--- config.mk ---
export PLATFORM = sky130hd
export DESIGN_NAME = spi_flash_sequencer_flat
export DESIGN_NICKNAME = d
export VERILOG_FILES = /design/src/rtl/spi_flash_pkg.sv /design/src/rtl/spi_flash_sequencer_if.sv /design/src/rtl/spi_seq_timer.sv /design/src/rtl/spi_flash_sequencer.sv /design/src/flat_wrapper.sv
export SDC_FILE = /design/constraint.sdc
export NUM_CORES = 1
export LEC_CHECK = 0
export ABC_AREA = 0
export CAP_MARGIN = 20
export CORE_ASPECT_RATIO = 1.25
export CORE_MARGIN = 5
export CORE_UTILIZATION = 49
export DETAILED_ROUTE_END_ITERATION = 8
export PLACE_DENSITY = 0.8
export SYNTH_ARGS = -nofsm -noshare
export SYNTH_HDL_FRONTEND = slang
export SYNTH_SLANG_ARGS = --single-unit
export TNS_END_PERCENT = 20
--- constraint.sdc ---
create_clock -name clk -period 7.6 [get_ports clk]
set_clock_uncertainty 0.2 [all_clocks]
set_input_delay 1.14 -clock clk [delete_from_list [all_inputs] [get_ports clk]]
set_output_delay 1.14 -clock clk [all_outputs]
set_load 0.02 [all_outputs]
--- src/rtl/spi_flash_pkg.sv ---
// spi_flash_pkg: shared constants and types for the SPI NOR flash sequencer.
//   - flash opcodes issued to spi_master_fl
//   - spi_master_fl commtype encodings
//   - req_op encodings, FSM state enumeration, step-table entry type
package spi_flash_pkg;

  localparam logic [7:0] OPC_READ = 8'h03;
  localparam logic [7:0] OPC_PP   = 8'h02;
  localparam logic [7:0] OPC_WREN = 8'h06;
  localparam logic [7:0] OPC_SE   = 8'h20;
  localparam logic [7:0] OPC_RDSR = 8'h05;
  localparam logic [7:0] OPC_RDID = 8'h9F;

  localparam logic [2:0] CT_CMD_ONLY  = 3'b000;
  localparam logic [2:0] CT_RD_REG    = 3'b001;
  localparam logic [2:0] CT_RD_DATA   = 3'b010;
  localparam logic [2:0] CT_RSVD      = 3'b011;
  localparam logic [2:0] CT_WR_DATA   = 3'b100;
  localparam logic [2:0] CT_ADDR_ONLY = 3'b101;

  typedef enum logic [1:0] {
    OP_READ    = 2'b00,
    OP_PROGRAM = 2'b01,
    OP_ERASE   = 2'b10,
    OP_READ_ID = 2'b11
  } req_op_e;

  typedef enum logic [2:0] {
    S_IDLE,
    S_ISSUE,
    S_WAIT_BUSY,
    S_WAIT_DONE,
    S_NEXT,
    S_DONE
  } state_e;

  typedef struct packed {
    logic [7:0] cmd;
    logic [2:0] ctype;
    logic       poll;   // status poll step, repeated while WIP=1
    logic       last;   // final step of the operation
  } step_t;

  // Transaction types that return a word through validflag_out
  function automatic logic is_answer(input logic [2:0] ct);
    return (ct == CT_RD_REG) || (ct == CT_RD_DATA);
  endfunction

endpackage

--- src/rtl/spi_flash_sequencer_if.sv ---
// spi_flash_sequencer_if: CPU-side request/response bus plus the command and
// result signals of spi_master_fl.
//   slave  : sequencer view (takes requests, drives the master's command inputs)
//   master : environment view (CPU bank issuing requests, spi_master_fl answering)
interface spi_flash_sequencer_if;
  logic        req_valid;
  logic        req_ready;
  logic [1:0]  req_op;
  logic [23:0] req_addr;
  logic [31:0] req_wdata;
  logic        resp_valid;
  logic [31:0] resp_data;
  logic        resp_err;
  logic        m_valid;
  logic [7:0]  m_command;
  logic [23:0] m_address;
  logic [31:0] m_data;
  logic [2:0]  m_commtype;
  logic        m_tready;
  logic        m_valid_out;
  logic [31:0] m_data_out;

  modport slave (
    input  req_valid, req_op, req_addr, req_wdata,
    input  m_tready, m_valid_out, m_data_out,
    output req_ready, resp_valid, resp_data, resp_err,
    output m_valid, m_command, m_address, m_data, m_commtype
  );

  modport master (
    output req_valid, req_op, req_addr, req_wdata,
    output m_tready, m_valid_out, m_data_out,
    input  req_ready, resp_valid, resp_data, resp_err,
    input  m_valid, m_command, m_address, m_data, m_commtype
  );
endinterface

--- src/rtl/spi_seq_timer.sv ---
// spi_seq_timer: saturating down-counter for wait-state timeouts.
//   clk, rst : clock, async active-high reset
//   clear    : reload to LOAD_VAL (restarts the timeout window)
//   en       : count down one per cycle, stops at zero
//   expired  : terminal count reached (counter is zero)
module spi_seq_timer #(
  parameter int unsigned LOAD_VAL = 4096
) (
  input  logic clk,
  input  logic rst,
  input  logic clear,
  input  logic en,
  output logic expired
);
  localparam int unsigned W = $clog2(LOAD_VAL + 1);

  logic [W-1:0] cnt;

  always_ff @(posedge clk or posedge rst) begin
    if (rst)
      cnt <= W'(LOAD_VAL);
    else if (clear)
      cnt <= W'(LOAD_VAL);
    else if (en && (cnt != '0))
      cnt <= cnt - W'(1);
  end

  assign expired = (cnt == '0);
endmodule

--- src/rtl/spi_flash_sequencer.sv ---
// spi_flash_sequencer: turns one high-level flash request into the ordered
// spi_master_fl transactions (WREN, operation, RDSR polling) and returns the
// read data / last status word with an error flag.
//   clk, rst : clock, async active-high reset (shared with spi_master_fl)
//   bus      : request/response bus and master command/result signals
//
//   state       | meaning
//   ------------+----------------------------------------------------
//   S_IDLE      | req_ready=1, latch request on req_valid
//   S_ISSUE     | m_valid pulse with current step's command/type
//   S_WAIT_BUSY | wait for master tready to drop (it lags the pulse)
//   S_WAIT_DONE | wait for tready high (+ answer word for read types)
//   S_NEXT      | repeat poll while WIP, advance step, or finish
//   S_DONE      | resp_valid pulse
module spi_flash_sequencer
  import spi_flash_pkg::*;
#(
  parameter int unsigned POLL_MAX = 1024,
  parameter int unsigned TIMEOUT  = 4096
) (
  input  logic                  clk,
  input  logic                  rst,
  spi_flash_sequencer_if.slave  bus
);
  localparam int unsigned PW = $clog2(POLL_MAX + 1);

  state_e        state, state_nxt;
  req_op_e       op_q;
  logic [23:0]   addr_q;
  logic [31:0]   wdata_q;
  logic [1:0]    idx_q;
  logic [PW-1:0] poll_cnt;
  logic          ans_flag;
  logic          err_q;
  logic          err_set;
  logic [31:0]   rdata_q;
  logic [7:0]    cmd_q;
  logic [2:0]    ct_q;
  logic [23:0]   maddr_q;
  logic [31:0]   mdata_q;
  logic          cap;
  logic          got_ans;
  logic          tmr_clear;
  logic          tmr_en;
  logic          tmr_expired;
  step_t         step;

  function automatic step_t step_lookup(input req_op_e op, input logic [1:0] idx);
    step_t s;
    s = '{cmd: OPC_RDSR, ctype: CT_RD_REG, poll: 1'b1, last: 1'b1};
    case (op)
      OP_READ:    s = '{cmd: OPC_READ, ctype: CT_RD_DATA, poll: 1'b0, last: 1'b1};
      OP_READ_ID: s = '{cmd: OPC_RDID, ctype: CT_RD_REG,  poll: 1'b0, last: 1'b1};
      default: begin
        case (idx)
          2'd0: s = '{cmd: OPC_WREN, ctype: CT_CMD_ONLY, poll: 1'b0, last: 1'b0};
          2'd1: s = (op == OP_PROGRAM)
                    ? '{cmd: OPC_PP, ctype: CT_WR_DATA,   poll: 1'b0, last: 1'b0}
                    : '{cmd: OPC_SE, ctype: CT_ADDR_ONLY, poll: 1'b0, last: 1'b0};
          default: s = '{cmd: OPC_RDSR, ctype: CT_RD_REG, poll: 1'b1, last: 1'b1};
        endcase
      end
    endcase
    return s;
  endfunction

  assign step = step_lookup(op_q, idx_q);

  // An answer arriving in the same cycle as tready rises still counts
  assign cap     = ((state == S_WAIT_BUSY) || (state == S_WAIT_DONE)) && bus.m_valid_out;
  assign got_ans = ans_flag || cap;
  assign tmr_en  = (state == S_WAIT_BUSY) || (state == S_WAIT_DONE);

  spi_seq_timer #(.LOAD_VAL(TIMEOUT)) u_timer (
    .clk     (clk),
    .rst     (rst),
    .clear   (tmr_clear),
    .en      (tmr_en),
    .expired (tmr_expired)
  );

  always_ff @(posedge clk or posedge rst) begin
    if (rst)
      state <= S_IDLE;
    else
      state <= state_nxt;
  end

  always_comb begin
    state_nxt = state;
    err_set   = 1'b0;
    tmr_clear = 1'b0;
    case (state)
      S_IDLE:
        if (bus.req_valid) state_nxt = S_ISSUE;
      S_ISSUE: begin
        state_nxt = S_WAIT_BUSY;
        tmr_clear = 1'b1;
      end
      S_WAIT_BUSY:
        if (!bus.m_tready) begin
          state_nxt = S_WAIT_DONE;
          tmr_clear = 1'b1;
        end else if (tmr_expired) begin
          state_nxt = S_DONE;
          err_set   = 1'b1;
        end
      S_WAIT_DONE:
        if (bus.m_tready && (!is_answer(step.ctype) || got_ans)) begin
          state_nxt = S_NEXT;
        end else if (tmr_expired) begin
          state_nxt = S_DONE;
          err_set   = 1'b1;
        end
      S_NEXT:
        if (step.poll && rdata_q[24]) begin
          // poll_cnt increments this cycle; reaching POLL_MAX ends the operation
          if (poll_cnt == PW'(POLL_MAX - 1)) begin
            state_nxt = S_DONE;
            err_set   = 1'b1;
          end else begin
            state_nxt = S_ISSUE;
          end
        end else if (!step.last) begin
          state_nxt = S_ISSUE;
        end else begin
          state_nxt = S_DONE;
        end
      S_DONE:
        state_nxt = S_IDLE;
      default:
        state_nxt = S_IDLE;
    endcase
  end

  always_ff @(posedge clk or posedge rst) begin
    if (rst) begin
      op_q     <= OP_READ;
      addr_q   <= '0;
      wdata_q  <= '0;
      idx_q    <= '0;
      poll_cnt <= '0;
      ans_flag <= 1'b0;
      err_q    <= 1'b0;
      rdata_q  <= '0;
      cmd_q    <= '0;
      ct_q     <= '0;
      maddr_q  <= '0;
      mdata_q  <= '0;
    end else begin
      case (state)
        S_IDLE:
          if (bus.req_valid) begin
            op_q     <= req_op_e'(bus.req_op);
            addr_q   <= bus.req_addr;
            wdata_q  <= bus.req_wdata;
            idx_q    <= '0;
            poll_cnt <= '0;
            err_q    <= 1'b0;
            rdata_q  <= '0;
          end
        S_ISSUE: begin
          cmd_q    <= step.cmd;
          ct_q     <= step.ctype;
          maddr_q  <= addr_q;
          mdata_q  <= wdata_q;
          ans_flag <= 1'b0;
        end
        S_NEXT:
          if (step.poll && rdata_q[24]) begin
            if (poll_cnt != PW'(POLL_MAX)) poll_cnt <= poll_cnt + PW'(1);
          end else if (!step.last) begin
            idx_q <= idx_q + 2'd1;
          end
        default: ;
      endcase
      if (cap) begin
        rdata_q  <= bus.m_data_out;
        ans_flag <= 1'b1;
      end
      if (err_set) err_q <= 1'b1;
    end
  end

  // Command outputs show the step live during ISSUE, then hold it
  assign bus.m_valid    = (state == S_ISSUE);
  assign bus.m_command  = (state == S_ISSUE) ? step.cmd   : cmd_q;
  assign bus.m_commtype = (state == S_ISSUE) ? step.ctype : ct_q;
  assign bus.m_address  = (state == S_ISSUE) ? addr_q     : maddr_q;
  assign bus.m_data     = (state == S_ISSUE) ? wdata_q    : mdata_q;

  assign bus.req_ready  = (state == S_IDLE);
  assign bus.resp_valid = (state == S_DONE);
  assign bus.resp_data  = rdata_q;
  assign bus.resp_err   = err_q;
endmodule

--- src/flat_wrapper.sv ---
// flat-port wrapper written by rule: the top's interface ports become plain ports
module spi_flash_sequencer_flat import spi_flash_pkg::*;
#(
  parameter int unsigned POLL_MAX = 1024,
  parameter int unsigned TIMEOUT  = 4096
)
  (clk, rst, bus_req_valid, bus_req_op, bus_req_addr, bus_req_wdata, bus_m_tready, bus_m_valid_out, bus_m_data_out, bus_req_ready, bus_resp_valid, bus_resp_data, bus_resp_err, bus_m_valid, bus_m_command, bus_m_address, bus_m_data, bus_m_commtype);
  spi_flash_sequencer_if bus_i ();
  input  logic clk;
  input  logic rst;
  input wire logic [$bits(bus_i.req_valid)-1:0] bus_req_valid;
  input wire logic [$bits(bus_i.req_op)-1:0] bus_req_op;
  input wire logic [$bits(bus_i.req_addr)-1:0] bus_req_addr;
  input wire logic [$bits(bus_i.req_wdata)-1:0] bus_req_wdata;
  input wire logic [$bits(bus_i.m_tready)-1:0] bus_m_tready;
  input wire logic [$bits(bus_i.m_valid_out)-1:0] bus_m_valid_out;
  input wire logic [$bits(bus_i.m_data_out)-1:0] bus_m_data_out;
  output wire logic [$bits(bus_i.req_ready)-1:0] bus_req_ready;
  output wire logic [$bits(bus_i.resp_valid)-1:0] bus_resp_valid;
  output wire logic [$bits(bus_i.resp_data)-1:0] bus_resp_data;
  output wire logic [$bits(bus_i.resp_err)-1:0] bus_resp_err;
  output wire logic [$bits(bus_i.m_valid)-1:0] bus_m_valid;
  output wire logic [$bits(bus_i.m_command)-1:0] bus_m_command;
  output wire logic [$bits(bus_i.m_address)-1:0] bus_m_address;
  output wire logic [$bits(bus_i.m_data)-1:0] bus_m_data;
  output wire logic [$bits(bus_i.m_commtype)-1:0] bus_m_commtype;
  assign bus_i.req_valid = bus_req_valid;
  assign bus_i.req_op = bus_req_op;
  assign bus_i.req_addr = bus_req_addr;
  assign bus_i.req_wdata = bus_req_wdata;
  assign bus_i.m_tready = bus_m_tready;
  assign bus_i.m_valid_out = bus_m_valid_out;
  assign bus_i.m_data_out = bus_m_data_out;
  assign bus_req_ready = bus_i.req_ready;
  assign bus_resp_valid = bus_i.resp_valid;
  assign bus_resp_data = bus_i.resp_data;
  assign bus_resp_err = bus_i.resp_err;
  assign bus_m_valid = bus_i.m_valid;
  assign bus_m_command = bus_i.m_command;
  assign bus_m_address = bus_i.m_address;
  assign bus_m_data = bus_i.m_data;
  assign bus_m_commtype = bus_i.m_commtype;
  spi_flash_sequencer #(.POLL_MAX(POLL_MAX), .TIMEOUT(TIMEOUT)) u_core (.clk(clk), .rst(rst), .bus(bus_i));
endmodule
## After elaboration in Yosys (flattened, before gate mapping)

Index checks and enable logic that the tools add are counted.

| storage, ports and cells | value |
|---|---|
| bits in read-only memories | 0 |
| bits in latches | 0 |
| RAM bits | 0 |
| output and inout bits | 103 |
| register bits | 188 |
| memories kept | 0 |
| logic and storage cells | 101 |

| cells by class | value |
|---|---|
| order comparisons | 0 |
| muxes and demuxes | 41 |
| multipliers | 0 |
| shift operators | 0 |
| add/sub/neg operators | 3 |
| divide/modulo/power cells | 0 |
| equal/unequal tests | 17 |
| reductions and logical operators | 26 |
| bitwise logic cells | 0 |

Operator list:

| operator | count |
|---|---|
| $mux 32 | 4 |
| $pmux 13 s2 | 2 |
| $mux 11 | 4 |
| $mux 13 | 2 |
| $mux 24 | 1 |
| $mux 3 | 8 |
| $pmux 11 s2 | 1 |
| $pmux 3 s5 | 1 |
| $reduce_bool 2->1 | 7 |
| $logic_not 13->1 | 1 |
| $reduce_bool 13->1 | 1 |
| $sub 13x1->13 const B | 1 |
| $add 11x1->11 const B | 1 |
| $eq 11x10->1 const B | 1 |
| $mux 1 | 11 |
| $ne 11x11->1 const B | 1 |
| $eq 3x2->1 const B | 3 |
| $mux 8 | 1 |
| $reduce_and 4->1 | 2 |
| $eq 3x1->1 const B | 2 |
| $eq 3x3->1 const B | 2 |
| $mux 2 | 3 |
| $ne 2x2->1 const B | 3 |
| $reduce_and 2->1 | 3 |
| other kinds (12) | 21 |

## Logic depth before layout (Yosys ltp)

Gate-level depths: netlist (run 1).

| logic depth | value |
|---|---|
| word-level depth | 13 |
| mapped depth | 8 |
| mapped depth without buffers | 6 |

## Cells and area by module

Synthesis (run 1) repeated with hierarchy kept, for this count alone.

| second synthesis, totals | value |
|---|---|
| cells, all modules | 878 |
| area total of the unflattened synthesis | 7935.1 um2 |

By module, submodules not included:

| module | instances | area an instance (um2) | cells each | sequential area each (um2) |
|---|---|---|---|---|
| spi_flash_sequencer | 1 | 7186.9 | 801 | 4379.2 |
| spi_seq_timer | 1 | 748.2 | 77 | 326.6 |

## Worst setup path after synthesis (run 1)

No wires, ideal clock.

| path | value |
|---|---|
| kind | flip-flop to output port |
| start point | register u_core.state[1] |
| end point | output port bus_m_command[5] |
| arrival time | 1839 ps |
| path buffers | 3 |
| slack | 4421 ps |
| stages on the path, launching flop included | 7 |
| data required time | 6260 ps |
| cell sequence | dfrtp_1 buf_2 nand2b_1 nand2b_1 clkbuf_1 clkbuf_1 o31ai_1 |

| between the ends | value |
|---|---|
| longest elaborated chain between the ends | 2 |

Ends and longest elaborated chain:

| what | RTL line | RTL |
|---|---|---|
| start: declaration | spi_flash_sequencer.sv:27 | `state_e state, state_nxt;` |
| start signal: assignment | spi_flash_sequencer.sv:86 | `state <= state_nxt;` |
| $eq 3x1->1 | spi_flash_sequencer.sv:187 | `assign bus.m_command = (state == S_ISSUE) ? step.cmd : cmd_q;` |
| $mux 8 | spi_flash_sequencer.sv:187 |  |
| end: declaration | flat_wrapper.sv:23 | `output wire logic [$bits(bus_i.m_command)-1:0] bus_m_command;` |

No other way between the ends.

## Worst setup path in the final report (run 1)

| path | value |
|---|---|
| start point | register u_core.state[1] |
| end point | output port bus_m_command[2] |

Same word-level chain as after synthesis.

==> PnR_summary.wiki, run 1 <==
{| class="wikitable"
! Metric !! Value
|-
| Final cycle utilization of the critical path || 64.5%
|-
| Post-placement setup slack || 3.16 ns
|-
| Via count of the first global-routing pass || 6314
|-
| Horizontal die dimension || 123 um
|-
| Static Leakage || 5.25 nW
|-
| Global Route Usage Sum || 21.4%
|-
| Remaining global-route overflow || 0
|-
| Crit path capture type || output port
|-
| Post-synthesis cell area || 0.00781 mm^2
|-
| R2R depth || 7
|-
| Placed instance area || 0.00994 mm^2
|-
| Kind of start point of the critical path || register
|-
| Commonest cells in the netlist || sky130_fd_sc_hd__nand2_1 (438), sky130_fd_sc_hd__dfrtp_1 (187), sky130_fd_sc_hd__nand3_1 (40), sky130_fd_sc_hd__clkbuf_1 (34), sky130_fd_sc_hd__nor2_1 (18)
|-
| Placeable Area || 0.0156 mm^2
|-
| Post-Route Setup TNS || 0 ns
|-
| Via total after detailed routing || 6436
|-
| Start point of the critical path || u_core.state[1]
|-
| Max Cap Viol || 0
|-
| Detail Route Antenna Nets || 0
|-
| DP Cell Count || 1244
|-
| Post-route minimum period || 4.90 ns
|-
| Die ar. || 0.0186 mm^2
|-
| Clock-pin slew on the worst setup and hold paths || 0.07 ns
|-
| Flop-to-flop setup slack || 4.78 ns
|-
| Count of final hold-check violations || 0
|-
| Post-Synthesis Mean Instance Area || 8.93 um^2
|-
| Worst slew margin || 36.8%
|-
| Actual slew at the worst max-slew pin || 0.947 ns
|-
| Number of design-rule violations left by the first detailed-router iteration || 421
|-
| Maximum achievable frequency || 204 MHz
|-
| Global-route wire length before repair || 31300 um
|-
| Detailed-route vias per instance || 5.03
|-
| EDFF count, synth || 0
|-
| Post-route standard cell area excluding fillers || 0.0106 mm^2
|-
| Fillers || 1233
|-
| Hold-fix buffer count after cts || 0
|-
| Count of TritonRoute iterations in the first routing pass || 5
|-
| Cell type contributing the most total cell area after synthesis || sky130_fd_sc_hd__dfrtp_1
|-
| Number of gates given a new drive strength after cts || 0
|-
| Number of flip-flops and latches in the synthesized netlist || 188
|-
| Die Span Y || 151 um
|-
| Clock tree from TritonCTS || done
|-
| Number of top-level pins || 198
|-
| Ratio of cells with drive above 1 in the final layout || 4.78%
|-
| Worst setup path category || reg -> out
|-
| Class of the tightest hold or removal check || reg -> reg
|-
| Outcome || finished, final reports clean
|-
| Termination of the worst setup path || bus_m_command[2]
|-
| Routed WL per cell || 15.2 um
|-
| Detailed-route wire length || 19500 um
|-
| Cell area power density || 433 mW/mm^2
|-
| Number of buffers inserted during clock tree synthesis || 17
|-
| Sequential element share of the synthesized area || 60.3%
|-
| Beginning of the worst register-to-register path || u_core.state[1]
|-
| Buffer count from post-CTS setup fixing || 0
|-
| Number of nets in the final layout || 1158
|-
| Skew-Pair Late Insertion Delay || 0.43 ns
|-
| Core Rows || 51
|-
| Non-filler instance count after layout || 1279
|-
| Setup repair after global routing missed its margin || no
|-
| Most numerous cell in the Yosys netlist || sky130_fd_sc_hd__nand2_1
|-
| Dominant cells by area after synthesis || sky130_fd_sc_hd__dfrtp_1 (60%), sky130_fd_sc_hd__nand2_1 (21%), sky130_fd_sc_hd__nand3_1 (2.6%), sky130_fd_sc_hd__clkbuf_1 (1.6%), sky130_fd_sc_hd__ha_1 (1.4%)
|-
| Max-slew violation total from the final report || 0
|-
| Number of library cell types mapped by synthesis || 48
|-
| Data required time of the worst path || 6.26 ns
|-
| Synth Instances || 874
|-
| Setup WS post-layout || 2.70 ns
|-
| Most used flip-flop cell after synthesis || sky130_fd_sc_hd__dfrtp_1
|-
| RR Endpoint || u_core.cmd_q[4]
|-
| Top cell type's share of synthesized area || 59.9%
|-
| Largest net degree at the start of global routing || 112
|-
| Antenna violations before repair || 0
|-
| Starting Density || 49.9%
|-
| Buffer depth of the longest clock path || 2
|-
| H-tree lvl count || 4
|-
| Half-perimeter wire length after detailed placement || 12700 um
|-
| Area delta synth->final || 35.8%
|-
| Largest fanout of any net on the critical path || 71
|-
| Async SR Flop Fraction || 100%
|-
| Master cell of the clock root buffer || sky130_fd_sc_hd__clkbuf_16
|-
| Net count after synthesis || 978
|-
| Count of input and output buffers || 197
|-
| Ant. Diodes || 0
|-
| TritonCTS sink count || 188
|-
| Final RePlAce weighted congestion || 0.792
|-
| Arrival time at the worst endpoint || 3.56 ns
|-
| Highest ir drop seen on vdd || 0.236 mV
|-
| DRC || 0
|-
| # setup viols final || 0
|-
| Count of warnings emitted by yosys || 0
|}
==> routing by layer <==
metal	wire length, um	vias to the layer above	track usage, %	share of wire [%]
li1	-	3167	-	-
met1	8040	3081	27.3	41
met2	10200	163	36.6	52
met3	913	25	4.18	4.7
met4	339	0	7.23	1.7
met5	0	-	0	0
==> critical path, cell delays in order (launching register included) <==
cell	delay [ns]
sky130_fd_sc_hd__dfrtp_1	0.50
sky130_fd_sc_hd__nand2b_1	0.26
sky130_fd_sc_hd__nand2b_2	0.20
sky130_fd_sc_hd__buf_4	0.32
sky130_fd_sc_hd__inv_2	0.33
sky130_fd_sc_hd__buf_4	0.51
sky130_fd_sc_hd__o21ai_0	0.19
sky130_fd_sc_hd__nand2_1	0.12
sky130_fd_sc_hd__clkdlybuf4s50_1	0.60
==> stage by stage <==
step / power, mW / hold WS (ns) / utilization, %
final: 4.59 / 0.275 / 67.8
after global routing: 4.91 / 0.294 / 67.8
after CTS: 4.61 / 0.278 / 67.3
after detailed placement: 3.71 / 0.259 / 63.6
after global placement: 3.66 / 0.253 / 63.6
after floorplan: 2.82 / 0.246 / -
==> layout make-up <==
class / instances / area (um^2) / share of cell area [%]
flip-flops and latches: 188 / 4710 / 44.4
multi-input cells: 626 / 2890 / 27.2
repair buffers: 207 / 2110 / 19.9
clock buffers: 20 / 457 / 4.31
well taps: 212 / 265 / 2.50
clock inverters: 12 / 125 / 1.18
inverters: 14 / 57.6 / 0.543
==> state kept, by name, indices dropped and copies added, names as in the netlist, 3 cells and up <==
register,cells
u_core.bus.resp_data,32
u_core.mdata_q,32
u_core.addr_q,24
u_core.cmd_q,8
u_core.ct_q,3
u_core.u_timer.cnt,13
u_core.wdata_q,32
u_core.state,3
u_core.maddr_q,24
u_core.poll_cnt,11
==> report_power, final <==
part           leakage, nW  switching [mW]  internal (mW)  total, mW
combinational         2.56            1.23          0.865       2.10
clock                0.282           0.397          0.479      0.876
sequential            2.41           0.207           1.40       1.61
==> worst min-delay path by stage <==
stage	end	cells past startpoint	start	slack, ns
floorplan	u_core.addr_q[0]	2	u_core.addr_q[0]	0.25
global placement	u_core.mdata_q[21]	2	u_core.mdata_q[21]	0.25
detailed placement	u_core.mdata_q[27]	2	u_core.mdata_q[27]	0.26
CTS	u_core.mdata_q[10]	2	u_core.mdata_q[10]	0.28
global route	u_core.wdata_q[8]	2	u_core.wdata_q[8]	0.29
finish	u_core.addr_q[0]	2	u_core.addr_q[0]	0.28
==> cell usage in the layout, fill, tap and decap left out, types with 8 or more instances in the layout <==
master / instances
sky130_fd_sc_hd__a21oi_1: 15
sky130_fd_sc_hd__clkbuf_16: 17
sky130_fd_sc_hd__clkdlybuf4s50_1: 197
sky130_fd_sc_hd__dfrtp_1: 187
sky130_fd_sc_hd__ha_1: 9
sky130_fd_sc_hd__inv_1: 12
sky130_fd_sc_hd__nand2_1: 437
sky130_fd_sc_hd__nand3_1: 40
sky130_fd_sc_hd__nand4_1: 8
sky130_fd_sc_hd__nor2_1: 18
sky130_fd_sc_hd__o21ai_0: 15
sky130_fd_sc_hd__or4_1: 8
==> cells by family (layout without fill, tap and decap cells) <==
family / count (synthesis) / after routing / synth area share, %
and+or+nand+nor: 552 / 552 / 29.5
DFF: 188 / 188 / 60.3
buffers and inverters: 60 / 253 / 3.00
AOI/OAI and AO/OA: 54 / 54 / 4.46
adders and majority gates: 9 / 9 / 1.44
muxes: 6 / 6 / 0.785
xor gates and xnor gates: 5 / 5 / 0.561
No activity file was read; power rests on OpenSTA's default activity.
==> run 2: changes to the inputs <==
Settings changed: CORE_UTILIZATION 49 to 44, PLACE_DENSITY 0.8 to 0.76.
Clock period 7.6 ns to 3.94 ns, I/O delays scaled along.
==> run 2 against run 1 <==
  * Register-to-register slack lost 3.3 ns
  * Non-clock buffer count grew 1
  * Sequential power is 93% higher
  * Global-route usage down 1.8 points
  * Utilization fell by 6.8 points
  * Critical path depth down 2
  * Routed wire length increased by 0.55%
  * Clock power rose by 91%
  * Worst hold slack lost 0.0076 ns
  * Total power up 93%
  * Combinational power up 93%
  * Critical endpoint is now bus_m_command[1]
==> PnR_summary.wiki, run 2 (synthesis results as in run 1) <==
{| class="wikitable"
! Metric !! Value
|-
| Outcome || finished, final reports clean
|-
| H-tree lvl count || 4 (unchanged)
|-
| Buffer count from post-CTS setup fixing || 0 (unchanged)
|-
| Crit path capture type || output port
|-
| Hold-fix buffer count after cts || 0 (unchanged)
|-
| Worst setup path category || reg -> out
|-
| Die ar. || 0.0205 mm^2 (+11%)
|-
| Ratio of cells with drive above 1 in the final layout || 4.87% (+0.089 points)
|-
| # setup viols final || 0 (unchanged)
|-
| Final RePlAce weighted congestion || 0.833 (+5.1%)
|-
| Count of final hold-check violations || 0 (unchanged)
|-
| Post-route minimum period || 3.57 ns
|-
| Static Leakage || 5.25 nW (about the same)
|-
| Clock tree from TritonCTS || done
|-
| Largest net degree at the start of global routing || 120 (+7.1%)
|-
| TritonCTS sink count || 188 (unchanged)
|-
| Minimum hold slack || 0.268 ns (-0.00758 ns)
|-
| Most common library cell in the layout ignoring fill and taps || sky130_fd_sc_hd__nand2_1
|-
| Via total after detailed routing || 6401 (-0.54%)
|-
| Global-route wire length before repair || 32500 um (+4.0%)
|-
| Area delta synth->final || 36.2%
|-
| Number of buffers inserted during clock tree synthesis || 17 (unchanged)
|-
| Horizontal die dimension || 129 um (+5.1%)
|-
| Number of top-level pins || 198 (unchanged)
|-
| Post-Route Setup TNS || 0 ns (unchanged)
|-
| RR Endpoint || u_core.poll_cnt[10]
|-
| Class of the tightest hold or removal check || reg -> reg
|-
| Hold Crit Start || u_core.cmd_q[2]
|-
| Die Span Y || 159 um (+5.2%)
|-
| Detailed-route wire length || 19600 um (+0.55%)
|-
| Kind of start point of the critical path || register
|-
| Skew-Pair Late Insertion Delay || 0.42 ns (about the same)
|-
| Routed WL per cell || 15.1 um (-0.54%)
|-
| Flop-to-flop setup slack || 1.50 ns (-3.28 ns)
|-
| Arrival time at the worst endpoint || 2.78 ns (-0.78 ns)
|-
| Setup repair after global routing missed its margin || no
|-
| Termination of the worst setup path || bus_m_command[1]
|-
| Global Route Usage Sum || 19.6% (-1.8 points)
|-
| Starting Density || 44.8% (-5.2 points)
|-
| Half-perimeter wire length after detailed placement || 13000 um (+1.8%)
|-
| Count of TritonRoute iterations in the first routing pass || 5 (unchanged)
|-
| Detail Route Antenna Nets || 0 (unchanged)
|-
| Highest ir drop seen on vdd || 0.453 mV (+92%)
|-
| Worst slew margin || 46.5% (+9.7 points)
|-
| Buffer depth of the longest clock path || 2 (unchanged)
|-
| Number of design-rule violations left by the first detailed-router iteration || 378 (-10%)
|-
| Master cell of the clock root buffer || sky130_fd_sc_hd__clkbuf_16
|-
| Max-slew violation total from the final report || 0 (unchanged)
|-
| Beginning of the worst register-to-register path || u_core.op_q[0]
|-
| Antenna violations before repair || 0 (unchanged)
|-
| Clock-pin slew on the worst setup and hold paths || 0.07 ns (about the same)
|-
| DRC || 0 (unchanged)
|-
| Data required time of the worst path || 3.15 ns (-3.11 ns)
|-
| Number of nets in the final layout || 1159 (+0.086%)
|-
| Actual slew at the worst max-slew pin || 0.802 ns (-0.145 ns)
|-
| Leading cell types in the layout, fill and taps excluded || sky130_fd_sc_hd__nand2_1 (437), sky130_fd_sc_hd__clkdlybuf4s50_1 (197), sky130_fd_sc_hd__dfrtp_1 (187), sky130_fd_sc_hd__nand3_1 (40), sky130_fd_sc_hd__nor2_1 (18)
|-
| Max Cap Viol || 0 (unchanged)
|-
| Cell area power density || 831 mW/mm^2 (+92%)
|-
| Final cycle utilization of the critical path || 90.6%
|-
| R2R depth || 7 (unchanged)
|-
| Largest fanout of any net on the critical path || 70 (-1.4%)
|-
| Via count of the first global-routing pass || 6436 (+1.9%)
|-
| Maximum achievable frequency || 280 MHz
|-
| Count of input and output buffers || 197 (unchanged)
|-
| Placeable Area || 0.0174 mm^2 (+12%)
|-
| Remaining global-route overflow || 0 (unchanged)
|-
| Core Rows || 54 (+5.9%)
|-
| Start point of the critical path || u_core.state[1]
|-
| Detailed-route vias per instance || 4.95 (-1.6%)
|-
| Number of gates given a new drive strength after cts || 0 (unchanged)
|}
-- run 2: cell types whose count changed in the layout (fill, tap and decap cells not counted) --
cell,before,now
sky130_fd_sc_hd__inv_8,2,3
sky130_fd_sc_hd__buf_16,3,1
sky130_fd_sc_hd__clkinv_4,2,1
sky130_fd_sc_hd__clkinv_8,0,1
sky130_fd_sc_hd__diode_2,0,1
sky130_fd_sc_hd__clkinvlp_4,2,3
sky130_fd_sc_hd__buf_12,0,4
sky130_fd_sc_hd__clkinv_2,1,0
sky130_fd_sc_hd__bufinv_16,1,0
sky130_fd_sc_hd__buf_4,7,6
-- run 2: worst min path at each step --
stage | end | slack, ns | cells after the start
finish | u_core.cmd_q[2] | 0.27 | 2
global route | u_core.wdata_q[8] | 0.30 | 2
CTS | u_core.cmd_q[2] | 0.27 | 2
detailed placement | u_core.ct_q[2] | 0.26 | 2
global placement | u_core.mdata_q[11] | 0.25 | 2
floorplan | u_core.addr_q[0] | 0.25 | 2
-- run 2: power by group --
part / switching, mW / internal, mW
Sequential: 0.397 / 2.71
Combinational: 2.38 / 1.68
Clock: 0.795 / 0.872
Total: 3.57 / 5.26
-- run 2: final cells by class --
cell class,instances,area [um^2]
well taps,224,280
clock inverters,12,118
fillers,1542,6800
clock buffers,20,457
multi-input cells,626,2890
inverters,14,56.3
flip-flops and latches,188,4710
repair buffers,208,2120
diodes,1,2.50
-- run 2: routing by layer --
metal / part of all wire, % / vias up / track usage (%)
li1: - / 3174 / -
met5: 0 / - / 0
met2: 53 / 137 / 33.6
met3: 4.0 / 25 / 3.52
met1: 41 / 3065 / 24.6
met4: 2.0 / 0 / 6.92
-- run 2: metrics by stage --
| stage | area [um^2] | setup slack, ns | power (mW) | util, % | std cells |
|---|---|---|---|---|---|
| floorplan | 7810 | 0.729 | 5.44 | - | 874 |
| global placement | 10000 | 0.904 | 7.12 | 57.5 | 1259 |
| detailed placement | 10000 | 0.818 | 7.20 | 57.5 | 1259 |
| CTS | 10600 | 0.336 | 8.91 | 60.8 | 1291 |
| global route | 10600 | 0.181 | 9.45 | 61.0 | 1292 |
| finish | 10600 | 0.370 | 8.83 | 61.0 | 1293 |
-- run 2: worst max-delay path, cell delays in order (launching register included) --
cell	delay [ns]
sky130_fd_sc_hd__dfrtp_1	0.50
sky130_fd_sc_hd__nand2b_1	0.27
sky130_fd_sc_hd__nand2b_2	0.26
sky130_fd_sc_hd__buf_12	0.20
sky130_fd_sc_hd__a2111oi_0	0.43
sky130_fd_sc_hd__nor2_1	0.11
sky130_fd_sc_hd__clkdlybuf4s50_1	0.56
==> run 3: changes to the inputs <==
Settings changed: CORE_ASPECT_RATIO 1.25 to default, SKIP_CTS_REPAIR_TIMING from default to 1.
==> run 3 against run 2 <==
  * Die area hardly changed
  * Via count rose by 1.5%
  * Combinational power about the same
  * Global-route usage rose by 0.33 points
  * Sequential share of layout area fell by 0.17 points
  * Worst setup slack lost 0.15 ns
  * Worst hold slack better by 0.0067 ns
==> PnR_summary.wiki, run 3 (synthesis results as in run 1) <==
{| class="wikitable"
! Metric !! Value
|-
| Slowest Stage Delay on Critical Path || 0.58 ns (+0.02 ns)
|-
| Arrival time at the worst endpoint || 2.93 ns (+0.15 ns)
|-
| Highest ir drop seen on vdd || 0.458 mV (+1.2%)
|-
| Global Route Usage Sum || 19.9% (+0.33 points)
|-
| Kind of start point of the critical path || register
|-
| Clock share of power || 18.7% (-0.2 points)
|-
| Core Rows || 48 (-11%)
|-
| Cell area power density || 828 mW/mm^2 (-0.35%)
|-
| H-tree lvl count || 4 (unchanged)
|-
| Static Leakage || 5.27 nW (+0.31%)
|-
| Final cycle utilization of the critical path || 94.5% (+3.9 points)
|-
| Total area of multi-input combinational cells || 0.00289 mm^2 (unchanged)
|-
| Final RePlAce weighted congestion || 0.772 (-7.3%)
|-
| Master cell of the clock root buffer || sky130_fd_sc_hd__clkbuf_16
|-
| Skew-Pair Late Insertion Delay || 0.43 ns (about the same)
|-
| Area delta synth->final || 36.7%
|-
| Number of buffers inserted during clock tree synthesis || 17 (unchanged)
|-
| Max-slew violation total from the final report || 0 (unchanged)
|-
| Ratio of cells with drive above 1 in the final layout || 5.23% (+0.36 points)
|-
| Most common library cell in the layout ignoring fill and taps || sky130_fd_sc_hd__nand2_1
|-
| Area used by sequential logic in the layout || 0.00471 mm^2 (unchanged)
|-
| Antenna violations before repair || 0 (unchanged)
|-
| Buffers and inverters on the worst path || 2 (unchanged)
|-
| Post-route minimum period || 3.72 ns (+0.153 ns)
|-
| Remaining global-route overflow || 0 (unchanged)
|-
| Ant. Diodes || 0 (-1)
|-
| Count of TritonRoute iterations in the first routing pass || 5 (unchanged)
|-
| Half-perimeter wire length after detailed placement || 13400 um (+3.2%)
|-
| Fillers || 1495 (-3.0%)
|-
| Starting Density || 45.0% (+0.19 points)
|-
| Worst path cell trace || nand2b_1, nand2b_2, buf_4, a2111oi_0, nor2_1, clkdlybuf4s50_1
|-
| TritonCTS sink count || 188 (unchanged)
|-
| Count of input and output buffers || 197 (unchanged)
|-
| Post-Route Setup TNS || 0 ns (unchanged)
|-
| Via count of the first global-routing pass || 6491 (+0.85%)
|-
| Worst setup path category || reg -> out
|-
| Post-layout utilization of the core || 61.5% (+0.49 points)
|-
| Clock tree from TritonCTS || done
|-
| Detailed-route vias per instance || 5.01 (+1.2%)
|-
| Clock-pin slew on the worst setup and hold paths || 0.07 ns (about the same)
|-
| Buffer depth of the longest clock path || 2 (unchanged)
|-
| Die Span Y || 143 um (-9.9%)
|-
| Leading cell types in the layout, fill and taps excluded || sky130_fd_sc_hd__nand2_1 (437), sky130_fd_sc_hd__clkdlybuf4s50_1 (197), sky130_fd_sc_hd__dfrtp_1 (187), sky130_fd_sc_hd__nand3_1 (40), sky130_fd_sc_hd__nor2_1 (18)
|-
| DRC || 0 (unchanged)
|-
| Via total after detailed routing || 6496 (+1.5%)
|-
| Max Cap Viol || 0 (unchanged)
|-
| # setup viols final || 0 (unchanged)
|-
| Die ar. || 0.0205 mm^2 (about the same)
|-
| Global-route wire length before repair || 32500 um (about the same)
|-
| Class of the tightest hold or removal check || reg -> reg
|-
| Number of nets in the final layout || 1162 (+0.26%)
|-
| Routed WL per cell || 15.3 um (+1.1%)
|-
| Detailed-route wire length || 19800 um (+1.3%)
|-
| Number of top-level pins || 198 (unchanged)
|-
| Horizontal die dimension || 143 um (+11%)
|-
| Share of power burned in combinational logic || 46.2% (+0.2 points)
|-
| Fraction of power consumed by sequential logic || 35.1% (about the same)
|-
| Switching share of power || 40.7% (+0.23 points)
|-
| Maximum achievable frequency || 269 MHz (-4.1%)
|-
| Largest fanout of any net on the critical path || 19 (-73%)
|-
| Crit path capture type || output port
|-
| Switching component of the power || 3.59 mW (+0.59%)
|-
| Number of design-rule violations left by the first detailed-router iteration || 263 (-30%)
|-
| Data required time of the worst path || 3.15 ns (about the same)
|-
| Slowest library cell on the worst path || sky130_fd_sc_hd__clkdlybuf4s50_1
|-
| Worst slew margin || 46.8% (+0.28 points)
|-
| Placeable Area || 0.0174 mm^2 (-0.43%)
|-
| Largest net degree at the start of global routing || 73 (-39%)
|-
| Actual slew at the worst max-slew pin || 0.798 ns (-0.00423 ns)
|-
| Detail Route Antenna Nets || 0 (unchanged)
|-
| Outcome || finished, final reports clean
|-
| Internal cell power || 5.24 mW (-0.36%)
|-
| Top delay family on crit path || buffers and inverters
|-
| Count of final hold-check violations || 0 (unchanged)
|-
| Setup repair after global routing missed its margin || no
|}
==> run 3: changes by cell type in the layout (fill, tap and decap cells not counted), sizes merged <==
cell / previous run / this run
clkinv: 2 / 8
buf: 11 / 14
clkbuf: 20 / 17
inv: 21 / 18
diode: 1 / 0
==> run 3: final timing paths <==
check	cells past startpoint	endpoint	slack, ns	start
worst max-delay path	6	bus_m_command[1]	0.22	u_core.state[0]
worst min-delay path	2	u_core.maddr_q[9]	0.27	u_core.maddr_q[9]
worst max register to register	6	u_core.wdata_q[15]	1.45	u_core.state[1]
worst min register to register	2	u_core.maddr_q[9]	0.27	u_core.maddr_q[9]
max in group asynchronous	3	u_core.poll_cnt[1]	2.53	rst
min in group asynchronous	2	u_core.maddr_q[10]	0.29	rst
==> run 3: worst register-to-register path, cell delays in order, from the launching register on <==
cell,delay [ns]
sky130_fd_sc_hd__dfrtp_1,0.40
sky130_fd_sc_hd__buf_4,0.18
sky130_fd_sc_hd__nor3_1,0.40
sky130_fd_sc_hd__nand2_4,0.50
sky130_fd_sc_hd__buf_4,0.52
sky130_fd_sc_hd__nand2_1,0.12
sky130_fd_sc_hd__nand2_1,0.06
==> run 3: power groups by stage <==
stage | logic (mW) | clock network [mW] | registers, mW
after CTS | 4.12 | 1.70 | 3.10
after floorplan | 2.24 | 0 | 3.20
final | 4.09 | 1.65 | 3.10
after detailed placement | 4.08 | 0 | 3.12
after global routing | 4.49 | 1.79 | 3.19
after global placement | 4.01 | 0 | 3.10
==> run 3: layer usage <==
metal | share of wire [%] | GRT usage [%] | wire length, um | vias to the layer above
met5 | 0 | 0 | 0 | -
met4 | 1.6 | 5.45 | 316 | 0
met3 | 6.9 | 6.53 | 1360 | 22
met2 | 49 | 32.9 | 9770 | 171
met1 | 42 | 25.2 | 8380 | 3119
li1 | - | - | - | 3184
==> run 3: through the flow <==
| step | std cells | worst slack, ns | hold slack [ns] | cell area (um^2) | power, mW |
|---|---|---|---|---|---|
| 2_1_floorplan | 874 | 0.729 | 0.246 | 7810 | 5.44 |
| 3_3_place_gp | 1263 | 0.661 | 0.255 | 10100 | 7.11 |
| 3_5_place_dp | 1263 | 0.588 | 0.258 | 10100 | 7.21 |
| 4_1_cts | 1295 | 0.0842 | 0.277 | 10600 | 8.92 |
| 5_1_grt | 1296 | 0.00444 | 0.291 | 10700 | 9.47 |
| 6_report | 1296 | 0.217 | 0.274 | 10700 | 8.84 |
==> run 3: final cells by class <==
class | instances | share of cell area (%)
Clock buffer | 17 | 3.99
Clock inverter | 15 | 1.41
Inverter | 14 | 0.539
Multi-Input combinational cell | 626 | 27.1
Sequential cell | 188 | 44.1
Tap cell | 225 | 2.64
Timing Repair Buffer | 211 | 20.3
